File: src/rtl/sar_pkg.sv
// Shared constants and state encoding for the SAR conversion sequencer.
//   ADC_BITS        : resolution of the SAR macro
//   SAR_CYC_PER_BIT : nominal SAR clocks spent per bit decision
//   ST_*            : 3-bit sequencer state codes, wrapped by state_t
package sar_pkg;

    localparam int ADC_BITS        = 6;
    localparam int SAR_CYC_PER_BIT = 6;

    localparam logic [2:0] ST_IDLE    = 3'd0;
    localparam logic [2:0] ST_RUN     = 3'd1;
    localparam logic [2:0] ST_CAPTURE = 3'd2;
    localparam logic [2:0] ST_HOLD    = 3'd3;
    localparam logic [2:0] ST_ABORT   = 3'd4;

    typedef enum logic [2:0] {
        IDLE    = ST_IDLE,
        RUN     = ST_RUN,
        CAPTURE = ST_CAPTURE,
        HOLD    = ST_HOLD,
        ABORT   = ST_ABORT
    } state_t;

endpackage

File: src/rtl/sar_result_fifo.sv
// Synchronous result FIFO between the sequencer and the host.
//   i_clk, i_rst : clock, synchronous active-high reset (pointers/count only)
//   i_push       : write request (i_data)
//   i_pop        : host pop request; ignored while empty
//   o_data       : head entry, forced to 0 while empty
//   o_valid      : FIFO not empty
//   o_level      : entry count, 0..DEPTH
//   o_drop       : pulse when a push is refused because the FIFO stays full
module sar_result_fifo #(
    parameter int DATA_W = 6,
    parameter int DEPTH  = 4
) (
    input  logic                     i_clk,
    input  logic                     i_rst,
    input  logic                     i_push,
    input  logic [DATA_W-1:0]        i_data,
    input  logic                     i_pop,
    output logic [DATA_W-1:0]        o_data,
    output logic                     o_valid,
    output logic [$clog2(DEPTH):0]   o_level,
    output logic                     o_drop
);

    localparam int PTR_W = $clog2(DEPTH);

    logic [DATA_W-1:0] r_mem [DEPTH];
    logic [PTR_W-1:0]  r_wr_ptr;
    logic [PTR_W-1:0]  r_rd_ptr;
    logic [PTR_W:0]    r_count;

    logic w_empty;
    logic w_full;
    logic w_pop;
    logic w_push;

    assign w_empty = (r_count == '0);
    assign w_full  = (r_count == (PTR_W+1)'(DEPTH));
    assign w_pop   = i_pop & ~w_empty;
    // A pop in the same cycle frees the slot, so a push into a full FIFO still lands.
    assign w_push  = i_push & (~w_full | w_pop);
    assign o_drop  = i_push & w_full & ~w_pop;

    assign o_valid = ~w_empty;
    assign o_level = r_count;
    assign o_data  = w_empty ? '0 : r_mem[r_rd_ptr];

    always_ff @(posedge i_clk) begin
        if (i_rst) begin
            r_wr_ptr <= '0;
            r_rd_ptr <= '0;
            r_count  <= '0;
        end else begin
            if (w_push) r_wr_ptr <= r_wr_ptr + PTR_W'(1);
            if (w_pop)  r_rd_ptr <= r_rd_ptr + PTR_W'(1);
            case ({w_push, w_pop})
                2'b10:   r_count <= r_count + (PTR_W+1)'(1);
                2'b01:   r_count <= r_count - (PTR_W+1)'(1);
                default: r_count <= r_count;
            endcase
        end
    end

    always_ff @(posedge i_clk) begin
        if (w_push) r_mem[r_wr_ptr] <= i_data;
    end

endmodule

File: src/rtl/sar_conv_sequencer.sv
// Conversion controller for the 6-bit SAR ADC macro.
// Releases the SAR from reset for single-shot or continuous runs, detects the
// EOC rising edge, captures DIGITAL_OUT into a result FIFO, and aborts any
// conversion that exceeds TIMEOUT_CYC clocks.
// Optional build macro SAR_AVG_EN: average 2^AVG_LOG2 captures per pushed result.
// Ports:
//   CLK, RST          : clock, synchronous active-high reset
//   START, CONT, STOP : run control (CONT sampled with START)
//   SAR_EOC, SAR_DOUT : end-of-conversion and result from the SAR
//   SAR_XRST          : active-low SAR reset (registered)
//   RES_DATA/VALID/READY, FIFO_LEVEL : result FIFO host interface
//   BUSY, OVERFLOW, TIMEOUT_ERR      : status (last two sticky until START)
module sar_conv_sequencer #(
    parameter int ADC_BITS    = sar_pkg::ADC_BITS,
    parameter int FIFO_DEPTH  = 4,
    parameter int TIMEOUT_CYC = 64
`ifdef SAR_AVG_EN
   ,parameter int AVG_LOG2    = 2
`endif
) (
    input  logic                          CLK,
    input  logic                          RST,
    input  logic                          START,
    input  logic                          CONT,
    input  logic                          STOP,
    input  logic                          SAR_EOC,
    input  logic [ADC_BITS-1:0]           SAR_DOUT,
    output logic                          SAR_XRST,
    output logic [ADC_BITS-1:0]           RES_DATA,
    output logic                          RES_VALID,
    input  logic                          RES_READY,
    output logic [$clog2(FIFO_DEPTH):0]   FIFO_LEVEL,
    output logic                          BUSY,
    output logic                          OVERFLOW,
    output logic                          TIMEOUT_ERR
);

    import sar_pkg::*;

    localparam int WD_W = $clog2(TIMEOUT_CYC + 1);

    state_t             r_state;
    state_t             w_state_nxt;
    logic               r_mode;
    logic               r_stop_pend;
    logic               r_eoc_q;
    logic               r_xrst;
    logic               r_overflow;
    logic               r_timeout;
    logic [WD_W-1:0]    r_wdog;

    logic               w_eoc_rise;
    logic               w_stop_eff;
    logic               w_win_done;
    logic               w_push;
    logic               w_drop;
    logic [ADC_BITS-1:0] w_push_data;

    assign w_eoc_rise = SAR_EOC & ~r_eoc_q;
    // A STOP arriving in the CAPTURE cycle itself still ends the run there.
    assign w_stop_eff = r_stop_pend | STOP;

`ifdef SAR_AVG_EN
    localparam int ACC_W = ADC_BITS + AVG_LOG2;

    logic [ACC_W-1:0]    r_acc;
    logic [AVG_LOG2-1:0] r_avg_cnt;
    logic [ACC_W-1:0]    w_acc_sum;

    assign w_acc_sum   = r_acc + ACC_W'(SAR_DOUT);
    assign w_win_done  = &r_avg_cnt;
    assign w_push_data = ADC_BITS'(w_acc_sum >> AVG_LOG2);

    always_ff @(posedge CLK) begin
        if (RST) begin
            r_acc     <= '0;
            r_avg_cnt <= '0;
        end else if ((r_state == IDLE && START) || r_state == ABORT) begin
            r_acc     <= '0;
            r_avg_cnt <= '0;
        end else if (r_state == CAPTURE) begin
            r_acc     <= w_win_done ? '0 : w_acc_sum;
            r_avg_cnt <= r_avg_cnt + AVG_LOG2'(1);
        end
    end
`else
    assign w_win_done  = 1'b1;
    assign w_push_data = SAR_DOUT;
`endif

    assign w_push = (r_state == CAPTURE) & w_win_done;

    always_comb begin
        w_state_nxt = r_state;
        case (r_state)
            IDLE:    if (START) w_state_nxt = RUN;
            RUN: begin
                if (w_eoc_rise)
                    w_state_nxt = CAPTURE;
                else if (r_wdog == WD_W'(TIMEOUT_CYC - 1))
                    w_state_nxt = ABORT;
            end
            // A run only ends on the capture that completes an averaging window.
            CAPTURE: w_state_nxt = ((~r_mode | w_stop_eff) & w_win_done) ? HOLD : RUN;
            HOLD:    w_state_nxt = IDLE;
            ABORT:   w_state_nxt = IDLE;
            default: w_state_nxt = IDLE;
        endcase
    end

    always_ff @(posedge CLK) begin
        if (RST) begin
            r_state     <= IDLE;
            r_mode      <= 1'b0;
            r_stop_pend <= 1'b0;
            r_eoc_q     <= 1'b0;
            r_xrst      <= 1'b0;
            r_overflow  <= 1'b0;
            r_timeout   <= 1'b0;
            r_wdog      <= '0;
        end else begin
            r_state <= w_state_nxt;
            // SAR reset output is the registered decode of the current state.
            r_xrst  <= (r_state == RUN) || (r_state == CAPTURE);
            // Forcing the EOC copy low while the SAR is held stops a stale EOC faking an edge.
            r_eoc_q <= r_xrst ? SAR_EOC : 1'b0;
            case (r_state)
                IDLE: begin
                    if (START) begin
                        r_mode      <= CONT;
                        r_overflow  <= 1'b0;
                        r_timeout   <= 1'b0;
                        r_wdog      <= '0;
                        r_stop_pend <= 1'b0;
                    end
                end
                RUN: begin
                    r_wdog <= r_wdog + WD_W'(1);
                    if (STOP) r_stop_pend <= 1'b1;
                end
                CAPTURE: begin
                    r_wdog <= '0;
                    if (STOP) r_stop_pend <= 1'b1;
                end
                HOLD:  r_stop_pend <= 1'b0;
                ABORT: begin
                    r_timeout   <= 1'b1;
                    r_stop_pend <= 1'b0;
                end
                default: ;
            endcase
            if (w_drop) r_overflow <= 1'b1;
        end
    end

    sar_result_fifo #(
        .DATA_W (ADC_BITS),
        .DEPTH  (FIFO_DEPTH)
    ) u_fifo (
        .i_clk   (CLK),
        .i_rst   (RST),
        .i_push  (w_push),
        .i_data  (w_push_data),
        .i_pop   (RES_READY),
        .o_data  (RES_DATA),
        .o_valid (RES_VALID),
        .o_level (FIFO_LEVEL),
        .o_drop  (w_drop)
    );

    assign SAR_XRST    = r_xrst;
    assign BUSY        = (r_state != IDLE);
    assign OVERFLOW    = r_overflow;
    assign TIMEOUT_ERR = r_timeout;

endmodule
File: config.mk
export PLATFORM = sky130hd
export DESIGN_NAME = sar_conv_sequencer
export DESIGN_NICKNAME = d
export VERILOG_FILES = /design/src/rtl/sar_pkg.sv /design/src/rtl/sar_result_fifo.sv /design/src/rtl/sar_conv_sequencer.sv
export SDC_FILE = /design/constraint.sdc
export NUM_CORES = 1
export LEC_CHECK = 0
export ABC_AREA = 1
export CAP_MARGIN = 10
export CORE_UTILIZATION = 35
export CTS_BUF_LIST = sky130_fd_sc_hd__clkbuf_2
export DETAILED_ROUTE_END_ITERATION = 8
export GPL_TIMING_DRIVEN = 0
export PLACE_DENSITY = 0.64
export SETUP_SLACK_MARGIN = 0.4
export SYNTH_ARGS = -nofsm -noshare
export SYNTH_HDL_FRONTEND = slang
export SYNTH_SLANG_ARGS = --single-unit
File: constraint.sdc
create_clock -name CLK -period 1.9 [get_ports CLK]
set_input_delay 0.19 -clock CLK [delete_from_list [all_inputs] [get_ports CLK]]
set_output_delay 0.19 -clock CLK [all_outputs]
set_load 0.02 [all_outputs]
* Yosys cells after proc, flatten, opt, wreduce, memory -nomap -nowiden
Memory sizes are Yosys's and may differ from the RTL's. A register that Yosys moved wholly into a read port is not among the register bits. Index checks and enable logic that the tools add are counted.
Word-level totals: logic and storage cells 80, register bits 23, input port bits 13, memory bits (writable) 24, memories kept 1
Cells by class: bitwise logic cells 14, $add $sub $neg 5, reduce and logical (&&, ||, !) cells 19, equality and inequality tests 11, mux-type cells 19
Memory list:
- u_fifo.r_mem | words 4, bits a word 6, rd ports 1, clocked after Yosys merged registers in 1, wr ports 1, RTL line sar_result_fifo.sv:26 | logic [DATA_W-1:0] r_mem [DEPTH];
Operator list (count):
- 7-bit one-hot mux with 3 select lines | 1
- 2-bit AND reduction | 5
- 3-bit 2-to-1 mux | 3
- 3-bit one-hot mux with 3 select lines | 1
- 3-bit nonzero test | 3
- 2-bit nonzero test | 4
- 7-bit by 1-bit adder with 7-bit output, second input constant | 1
- 7-bit by 6-bit equality test with 1-bit output, second input constant | 1
- 7-bit 2-to-1 mux | 1
- 3-bit by 2-bit equality test with 1-bit output, second input constant | 2
- 3-bit equality test, second input constant | 2
- 3-bit logical NOT | 2
- 1-bit 2-to-1 mux | 6
- 2-bit 2-to-1 mux | 3
- 6-bit 2-to-1 mux | 1
- 1-bit inverter | 6
- 3-bit one-hot mux with 2 select lines | 1
- 2-bit OR reduction | 3
- 1-bit AND | 5
- 2-bit by 1-bit adder with 2-bit output, second input constant | 2
- 3-bit by 1-bit adder with 3-bit output, second input constant | 1
- 3-bit by 1-bit equality test with 1-bit output, second input constant | 1
- 3-bit inequality test, second input constant | 1
- 1-bit bitwise OR | 3
- 9 further kinds | 9

* Depth between registers and ports, before layout
Gate-level depths: netlist of run 1.
depth after elaboration 7, mapped depth 11, depth with buffers taken out 11

* Cells and area by module
From an unflattened synthesis of run 1, not the netlist that was laid out.
Second synthesis, totals: cells, all modules 256, area total of the unflattened synthesis 2290.9 µm²
Modules (own cells, without submodules):
- sar_result_fifo | area each 1438.9 µm², cells each 145, instances 1
- sar_conv_sequencer | area each 852.1 µm², cells each 111, instances 1

* Least setup slack after synthesis of run 1
Ideal clock, no wire load.
path kind reg-to-reg, start point register u_fifo.r_count[2] (netlist: u_fifo.o_level[2]), end point register u_fifo.r_count[2] (netlist: u_fifo.o_level[2]), data required time 1.785 ns, library setup time 0.115 ns, period minus slack after synthesis 1.781 ns, path slack 0.119 ns, arrival time 1.666 ns, stages on the path, launching flop included 11, cells stage by stage dfxtp_1 -> inv_1 -> nand2_2 -> nand2_2 -> inv_1 -> nand2_2 -> fa_1 -> inv_1 -> nand4_1 -> a21oi_1 -> nor2_1
Between the ends: cells in the longest elaborated chain, start to end 7, elaborated cells on any way between the ends 13, classes of those cells add/sub: 2; eq/ne: 3; mux: 1; bitwise: 5; reduce/logical: 2
RTL lines:
- start, declared | RTL line sar_result_fifo.sv:29 | logic [PTR_W:0] r_count;
- start signal, assigned | RTL line sar_result_fifo.sv:56 | 2'b10: r_count <= r_count + (PTR_W+1)'(1);
- start signal, assigned | RTL line sar_result_fifo.sv:57 | 2'b01: r_count <= r_count - (PTR_W+1)'(1);
- start signal, assigned | RTL line sar_result_fifo.sv:58 | default: r_count <= r_count;
- 3-bit logical NOT * | RTL line sar_result_fifo.sv:36 | assign w_empty = (r_count == '0);
- 1-bit inverter *
- net RES_VALID | RTL line sar_conv_sequencer.sv:30 | output logic RES_VALID,
- 1-bit AND * | RTL line sar_result_fifo.sv:38 | assign w_pop = i_pop & ~w_empty;
- 1-bit bitwise OR | RTL line sar_result_fifo.sv:40 | assign w_push = i_push & (~w_full | w_pop);
- 1-bit AND | RTL line sar_result_fifo.sv:40
- 2-bit by 1-bit equality test with 1-bit output / 2-bit equality test (equally long branches) | RTL line sar_result_fifo.sv:55 | case ({w_push, w_pop})
- 3-bit one-hot mux with 2 select lines / 2-bit nonzero test (equally long branches)
The timed path passes the listed nets; every way through them passes the cells marked *. A chain may end at the register's enable or synchronous reset.

* Worst setup path after layout of run 1
start point register u_fifo.r_count[1] (netlist: u_fifo.o_level[1]), end point output port RES_DATA[2]
Between the ends: cells in the longest elaborated chain, start to end 2
RTL lines:
- 3-bit logical NOT | RTL line sar_result_fifo.sv:36
- 6-bit 2-to-1 mux | RTL line sar_result_fifo.sv:45 | assign o_data = w_empty ? '0 : r_mem[r_rd_ptr];
- end, declared | RTL line sar_conv_sequencer.sv:29 | output logic [ADC_BITS-1:0] RES_DATA,
No other way between the ends.

==> results of run 1 <==
-- flip-flops by register name (all words and copies together) (netlist names), 2 cells and up, named ones only --
signal	count
r_state	3
r_wdog	7
u_fifo.r_mem	24
u_fifo.r_rd_ptr	2
u_fifo.o_level	3
u_fifo.r_wr_ptr	2
-- per-stage QoR --
stage / total power [uW] / hold slack [ns] / utilization, % / setup TNS, ns / worst slack [ns]
5_1_grt: 3500 / 0.298 / 47.1 / 0 / 0.0637
3_3_place_gp: 2510 / 0.418 / 43.0 / -0.537 / -0.0499
4_1_cts: 3020 / 0.277 / 45.1 / 0 / 0.134
3_5_place_dp: 2530 / 0.422 / 43.0 / -0.578 / -0.0606
6_report: 3280 / 0.314 / 47.1 / 0 / 0.209
2_1_floorplan: 2070 / 0.259 / - / 0 / 0.373
-- area by class of cell --
| class | instances | area share [%] |
|---|---|---|
| flip-flops and latches | 49 | 44.3 |
| repair buffers | 39 | 12.3 |
| inverters | 34 | 4.83 |
| clock buffers | 5 | 0.887 |
| plain buffers | 3 | 0.798 |
| multi-input cells | 163 | 32.7 |
| well taps | 75 | 3.33 |
| clock inverters | 3 | 0.931 |
-- synth_stat cells (all sizes together) --
| master | number | area, um^2 |
|---|---|---|
| nor2 | 50 | 205 |
| nand2 | 39 | 174 |
| inv | 34 | 128 |
| dfxtp | 25 | 500 |
| edfxtp | 24 | 721 |
| a21oi | 22 | 110 |
| o21ai | 17 | 85.1 |
| nand3 | 16 | 90.1 |
| ha | 5 | 62.6 |
| nand4 | 4 | 25.0 |
| clkbuf | 2 | 7.51 |
| nor3 | 2 | 10.0 |
| or2 | 2 | 12.5 |
| a32oi | 1 | 8.76 |
| and2 | 1 | 6.26 |
| and3 | 1 | 6.26 |
| buf | 1 | 5.00 |
| fa | 1 | 20.0 |
| nor3b | 1 | 7.51 |
| o21bai | 1 | 7.51 |
-- metal layers --
metal	vias up	wire length, um
met1	787	1880
li1	910	-
met4	0	49
met3	6	206
met2	44	2160
met5	-	0
-- placed cells by master, fill, tap and decap left out, types with 4 or more instances in the layout --
cell type and count:
dfxtp_2 4, nand3_1 14, inv_2 5, dfxtp_1 15, dfxtp_4 6, nand2_1 31, nor2_4 7, nand2_4 6
ha_1 5, edfxtp_1 24, clkbuf_2 6, nor2_1 42, buf_4 19, dlygate4sd2_1 5, o21ai_0 10, inv_1 26
a21oi_1 19, clkdlybuf4s50_1 12, nand4_1 4, o21ai_1 6
-- cells by family after synthesis --
group | synth area share, %
AOI/OAI and AO/OA | 9.65
and+or+nand+nor | 24.5
buffers and inverters | 6.39
adders and majority gates | 3.77
DFF | 55.7
-- timing repair --
item | 4_1_cts | 5_1_grt
pin swaps | 3 | 6
gates resized for setup | 63 | 32
endpoints found under the setup margin | 40 | 36
cloned | 0 | 0
buffers inserted | 7 | 6
-- power by group through the flow --
| stage | logic, uW | registers (uW) | clock network [uW] |
|---|---|---|---|
| 6_report | 1550 | 1290 | 441 |
| 5_1_grt | 1680 | 1310 | 510 |
| 3_5_place_dp | 1220 | 1310 | 0 |
| 3_3_place_gp | 1200 | 1310 | 0 |
| 2_1_floorplan | 737 | 1340 | 0 |
| 4_1_cts | 1270 | 1290 | 464 |
-- critical path, cell delays in order, from the launching register on --
cell        delay [ns]
dfxtp_4           0.43
nor2_4            0.05
nand2_4           0.09
clkinvlp_4        0.19
a21oi_1           0.17
buf_4             0.16
-- final timing paths --
| kind | start | slack, ns | depth (start not counted) | to |
|---|---|---|---|---|
| setup / recovery | u_fifo.o_level[1] | 0.21 | 5 | RES_DATA[2] |
| hold / removal | CONT | 0.31 | 3 | r_mode |
| setup reg to reg | u_fifo.o_level[1] | 0.26 | 12 | u_fifo.o_level[2] |
| hold reg to reg | SAR_XRST | 0.45 | 2 | r_eoc_q |
==> summary.md, run 1 <==
| Metric | Value |
|---|---|
| Max_cap viols | 0 |
| Min-Delay Path Class | input pin to flip-flop |
| CTS Buf Count | 5 |
| Syn_nets | 268 |
| Crit share post-route | about nine tenths |
| Clock sinks | 49 |
| Global-route wire length before repair | a little under 7000 um |
| RSZ-0062 raised after global routing | yes |
| Multi-input logic area | around 900 um^2 |
| Min cycle time layout | between 1.5 and 2 ns |
| Yosys warns | 0 |
| Antenna violations before repair | 0 |
| Met2 Resource Use GR | between 20% and 30% |
| Slew Viols, Final | 0 |
| Clk slew on worst S/H paths | 0.25 ns |
| Sequential fraction of the synthesis area | roughly 56% |
| Final count of negative-setup-slack endpoints | 0 |
| Pwr Density | 1160 mW/mm^2 |
| Crit path launch type | flip-flop |
| Avg WL per Cell | around 12 um |
| Clock Skews | a little under 0.008 ns |
| Vias/cell | 4.71 |
| Area Growth Syn to Fin | 28.7% |
| Die area | approximately 0.0066 mm^2 |
| Clock Root Buffer | clkbuf_2 |
| Hold Fails Final Rpt | 0 |
| Via count | between 1.5k and 2k |
| Critical Path End Type | primary output |
| Share of cells above drive strength 1 | between 20 and 30% |
| Fillers | 560 |
| GRT Total Usage | 14.0% |
| Diodes inserted | 0 |
| Register area | between 0.001 and 0.0015 mm^2 |
| Row count | 28 |
| Chip height | a little over 80 um |
| H-tree levels | 2 |
| Post-synth cell types | 28 |
| Sequential share of power | between 30% and 40% |
| Skew-Pair Late Insertion Delay | between 0.4 and 0.5 ns |
| Finished Cell Area | 0.00282 mm^2 |
| Status | finished, final reports clean |
| WS Path Type | flip-flop to primary output |
| Clk pwr share | 13.4% |
| GR Util met3 | approximately 3.4% |
| Final layout net count | about 310 |
| Sw frac | 39.2% |
| Post-CTS Hold Buffers | 0 |
| Gate Count Post-Synth | between 200 and 250 |
| Largest net degree at the start of global routing | 18 |
| Routed Antenna Nets | 0 |
| Final Wtd Congestion | around 0.74 |
| Slew HR | between 70% and 80% |
| DRT iter0 DRCs | a little over 60 |
| Leakage | roughly 0.0011 uW |
| Post-place instance area | 0.00257 mm^2 |
| CP max FO | 6 |
| Worst VDD drop | ~0.55 mV |
| Worst endpoint data arrival time | ~1.5 ns |
| Non-Filler Instances | 371 |
| Busiest grt layer | met2 |
| # IOs | 27 |
| Required @ worst endpoint | 1.71 ns |
| Slew of the pin with the lowest slew margin | about 0.44 ns |
| Fmax | about 590 MHz |
| DRC viols | 0 |
| CTS tree | built |
| Syn Std Cell Area | about 0.0022 mm^2 |
| Internal Power | around 2000 uW |
| DRT Wirelength | 4290 um |
| Gate power share | between 40% and 50% |
| Port buffer count | 26 |
| Number of global-route vias before repair | 1556 |
| Yosys reg bits | 49 |
| Initial DRT Pass Iterations | 4 |
| Longest Clk Path Bufs | 2 |
| Core ar. | around 0.006 mm^2 |
| DPL Wire Length | between 2000 and 3000 um |
| Net switching power | about 1300 uW |
| Met1 usage | 16.7% |
| Die W | about 80 um |
| Synth Area per Inst | between 8 and 9 um^2 |
| Initial Util | between 30% and 40% |
| Dpl cells | 350 |
| Gr ovfl total | 0 |
Power figures use the tool's default switching activity.
==> run 2: changes to the inputs <==
--- a/config.mk
+++ b/config.mk
@@ -6,9 +6,10 @@
 export NUM_CORES = 1
 export LEC_CHECK = 0
 export ABC_AREA = 1
-export CAP_MARGIN = 10
+export CORE_ASPECT_RATIO = 1.2
 export CORE_UTILIZATION = 35
 export CTS_BUF_LIST = sky130_fd_sc_hd__clkbuf_2
+export CTS_CLUSTER_SIZE = 16
 export DETAILED_ROUTE_END_ITERATION = 8
 export GPL_TIMING_DRIVEN = 0
 export PLACE_DENSITY = 0.64
==> run 2 against run 1 <==
  * Combinational power grew 3%
  * Final cell count grew 3.2%
  * Sequential power is essentially flat
  * Power grew 5.5%
  * Final area grew 2.3%
  * Critical path type unchanged
  * Critical endpoint unchanged
  * Largest cell class unchanged
==> summary.md, run 2 (synthesis results as in run 1) <==
| Metric | Value |
|---|---|
| Status | finished, final reports clean |
| Die area | 0.00659 mm^2 (about the same) |
| Required @ worst endpoint | 1.71 ns (about the same) |
| Antenna violations before repair | 0 (unchanged) |
| GR Util met3 | 3.99% (+0.62 points) |
| Slew of the pin with the lowest slew margin | 0.449 ns (+0.0127 ns) |
| Min-Delay Path Class | input pin to flip-flop |
| Biggest registers after layout | u_fifo.r_mem: 24 flops, r_wdog: 7 flops |
| WS Path Type | flip-flop to primary output |
| Largest stage delay, worst path | 0.44 ns (about the same) |
| Hold Fails Final Rpt | 0 (unchanged) |
| Setup TNS | 0 ns (unchanged) |
| Slowest-stage cell, CP | dfxtp_4 |
| Max_cap viols | 0 (unchanged) |
| Largest net degree at the start of global routing | 17 (-1) |
| Most common cell after layout, fill and taps aside | nor2_1 |
| DPL Wire Length | 3060 um (+6.2%) |
| Chip height | 88.7 um (+9.3%) |
| Worst reg2reg path endpoint | u_fifo.o_level[1] |
| Longest Clk Path Bufs | 2 (unchanged) |
| Hold slack final | 0.320 ns (+0.00518 ns) |
| Row count | 31 (+11%) |
| Clock Root Buffer | clkbuf_2 |
| Register area | 0.00125 mm^2 (-0.20%) |
| GRT Total Usage | 15.1% (+1.1 points) |
| Global-route wire length before repair | 7460 um (+8.1%) |
| Commonest cells after routing, fill and taps aside | nor2_1, nand2_1, inv_1, edfxtp_1, buf_4 |
| Flop-to-flop setup slack | 0.29 ns (+0.03 ns) |
| Critical Path, Cell by Cell | buf_6 > nor2_1 > nor2_1 > o21ai_1 > a21oi_2 > buf_6 |
| Met2 Resource Use GR | 27.6% (+3.7 points) |
| DP Worst Slack | -0.0641 ns (-0.00346 ns) |
| DRC viols | 0 (unchanged) |
| Met1 usage | 16.9% (+0.13 points) |
| Skew-Pair Late Insertion Delay | 0.44 ns (+0.03 ns) |
| Largest register FFs | 24 (unchanged) |
| Avg WL per Cell | 12.2 um (+5.1%) |
| Clock Skews | 0.0203 ns (+0.0125 ns) |
| Slew Viols, Final | 0 (unchanged) |
| DRT iter0 DRCs | 74 (+21%) |
| Clk slew on worst S/H paths | 0.24 ns (about the same) |
| Busiest grt layer | met2 |
| Initial DRT Pass Iterations | 4 (unchanged) |
| Core ar. | 0.00605 mm^2 (+1.0%) |
| CTS Buf Count | 5 (unchanged) |
| Gr ovfl total | 0 (unchanged) |
| Final worst slack | 0.194 ns (-0.0157 ns) |
| Fillers | 597 (+6.6%) |
| Number of global-route vias before repair | 1690 (+8.6%) |
| Most flop-heavy register | u_fifo.r_mem |
| DRT Wirelength | 4660 um (+8.5%) |
| Port buffer count | 26 (unchanged) |
| Worst endpoint data arrival time | 1.52 ns (+0.02 ns) |
| Slew HR | 70.1% (-0.85 points) |
| Leakage | 0.00117 uW (+3.1%) |
| Critical Path End | RES_DATA[2] |
| Multi-input logic area | 916 um^2 (-0.68%) |
| Routed Antenna Nets | 0 (unchanged) |
| Via count | 1784 (+2.1%) |
| RSZ-0062 raised after global routing | yes |
| Final count of negative-setup-slack endpoints | 0 (unchanged) |
| Area Growth Syn to Fin | 31.7% |
| CP max FO | 5 (-1) |
| H-tree levels | 2 (unchanged) |
| Pwr Density | 1200 mW/mm^2 (+3.1%) |
| Initial Util | 36.2% (-0.36 points) |
| Share of cells above drive strength 1 | 26.6% (+1.6 points) |
| Vias/cell | 4.66 (-1.1%) |
| Crit path launch type | flip-flop |
| FF-to-FF path depth | 10 (-2) |
| Fmax | 586 MHz (-0.92%) |
| Crit share post-route | 89.8% (+0.83 points) |
| CTS tree | built |
| Min cycle time layout | 1.71 ns (+0.0157 ns) |
| Die W | 74.2 um (-8.5%) |
| Launch point of the worst reg-to-reg path | u_fifo.o_level[0] |
| Final Wtd Congestion | 0.748 (+1.8%) |
| Clock sinks | 49 (unchanged) |
| Diodes inserted | 0 (unchanged) |
| Critical Path End Type | primary output |
| Worst VDD drop | 0.562 mV (+2.4%) |
| Final layout net count | 319 (+1.6%) |
| # IOs | 27 (unchanged) |
[run 2: cell types whose count changed in the layout (fill, tap and decap cells not counted), sizes merged]
cell,change
buf,+3
bufinv,+1
clkbuf,+2
clkdlybuf4s15,+1
clkinv,+1
clkinvlp,-1
dlygate4sd2,-1
inv,-1
[run 2: layer usage]
layer,up-vias,wire length (um)
met1,823,1920
met5,-,0
li1,916,-
met3,6,217
met4,0,53
met2,39,2470
[run 2: final cells by class]
class                   count  area share (%)
repair buffers             44            13.4
flip-flops and latches     49            43.2
inverters                  34            4.72
clock buffers               5           0.867
plain buffers               3           0.997
clock inverters             3            1.60
well taps                  82            3.55
multi-input cells         163            31.7
[run 2: worst min path at each step]
stage | cells after the start | slack (ns) | start | end
6_report | 3 | 0.32 | CONT | r_mode
4_1_cts | 3 | 0.31 | CONT | r_mode
3_5_place_dp | 2 | 0.43 | SAR_XRST | r_eoc_q
2_1_floorplan | 1 | 0.26 | RST | OVERFLOW
3_3_place_gp | 2 | 0.43 | SAR_XRST | r_eoc_q
5_1_grt | 1 | 0.30 | SAR_DOUT[5] | u_fifo.r_mem[3][5]
[run 2: what timing repair did]
item                       in CTS  in global routing
pin swaps                       9                  7
cloned                          2                  0
setup buffers                  12                  4
resized for setup              91                 12
setup endpoints to repair      40                 37
hold buffers                    0                  0
[run 2: power by group]
group / switching, uW / total [uW] / internal (uW)
Combinational: 892 / 1590 / 698
Sequential: 79.4 / 1300 / 1220
Clock: 349 / 573 / 224
Total: 1320 / 3460 / 2140
[run 2: stage by stage]
stage	cells	util [%]	total power (uW)	instance area (um^2)
2_1_floorplan	249	-	2070	2220
3_3_place_gp	357	42.7	2520	2580
3_5_place_dp	357	42.7	2530	2580
4_1_cts	379	47.0	3370	2850
5_1_grt	383	47.7	3670	2890
6_report	383	47.7	3460	2890
[run 2: worst max-delay path: cells and delay by family (launching register included)]
family | cells | cell delay, ns
flip-flops | 1 | 0.44
buffers and inverters | 2 | 0.27
AO/OA/AOI/OAI | 2 | 0.25
AND/OR/NAND/NOR | 2 | 0.13
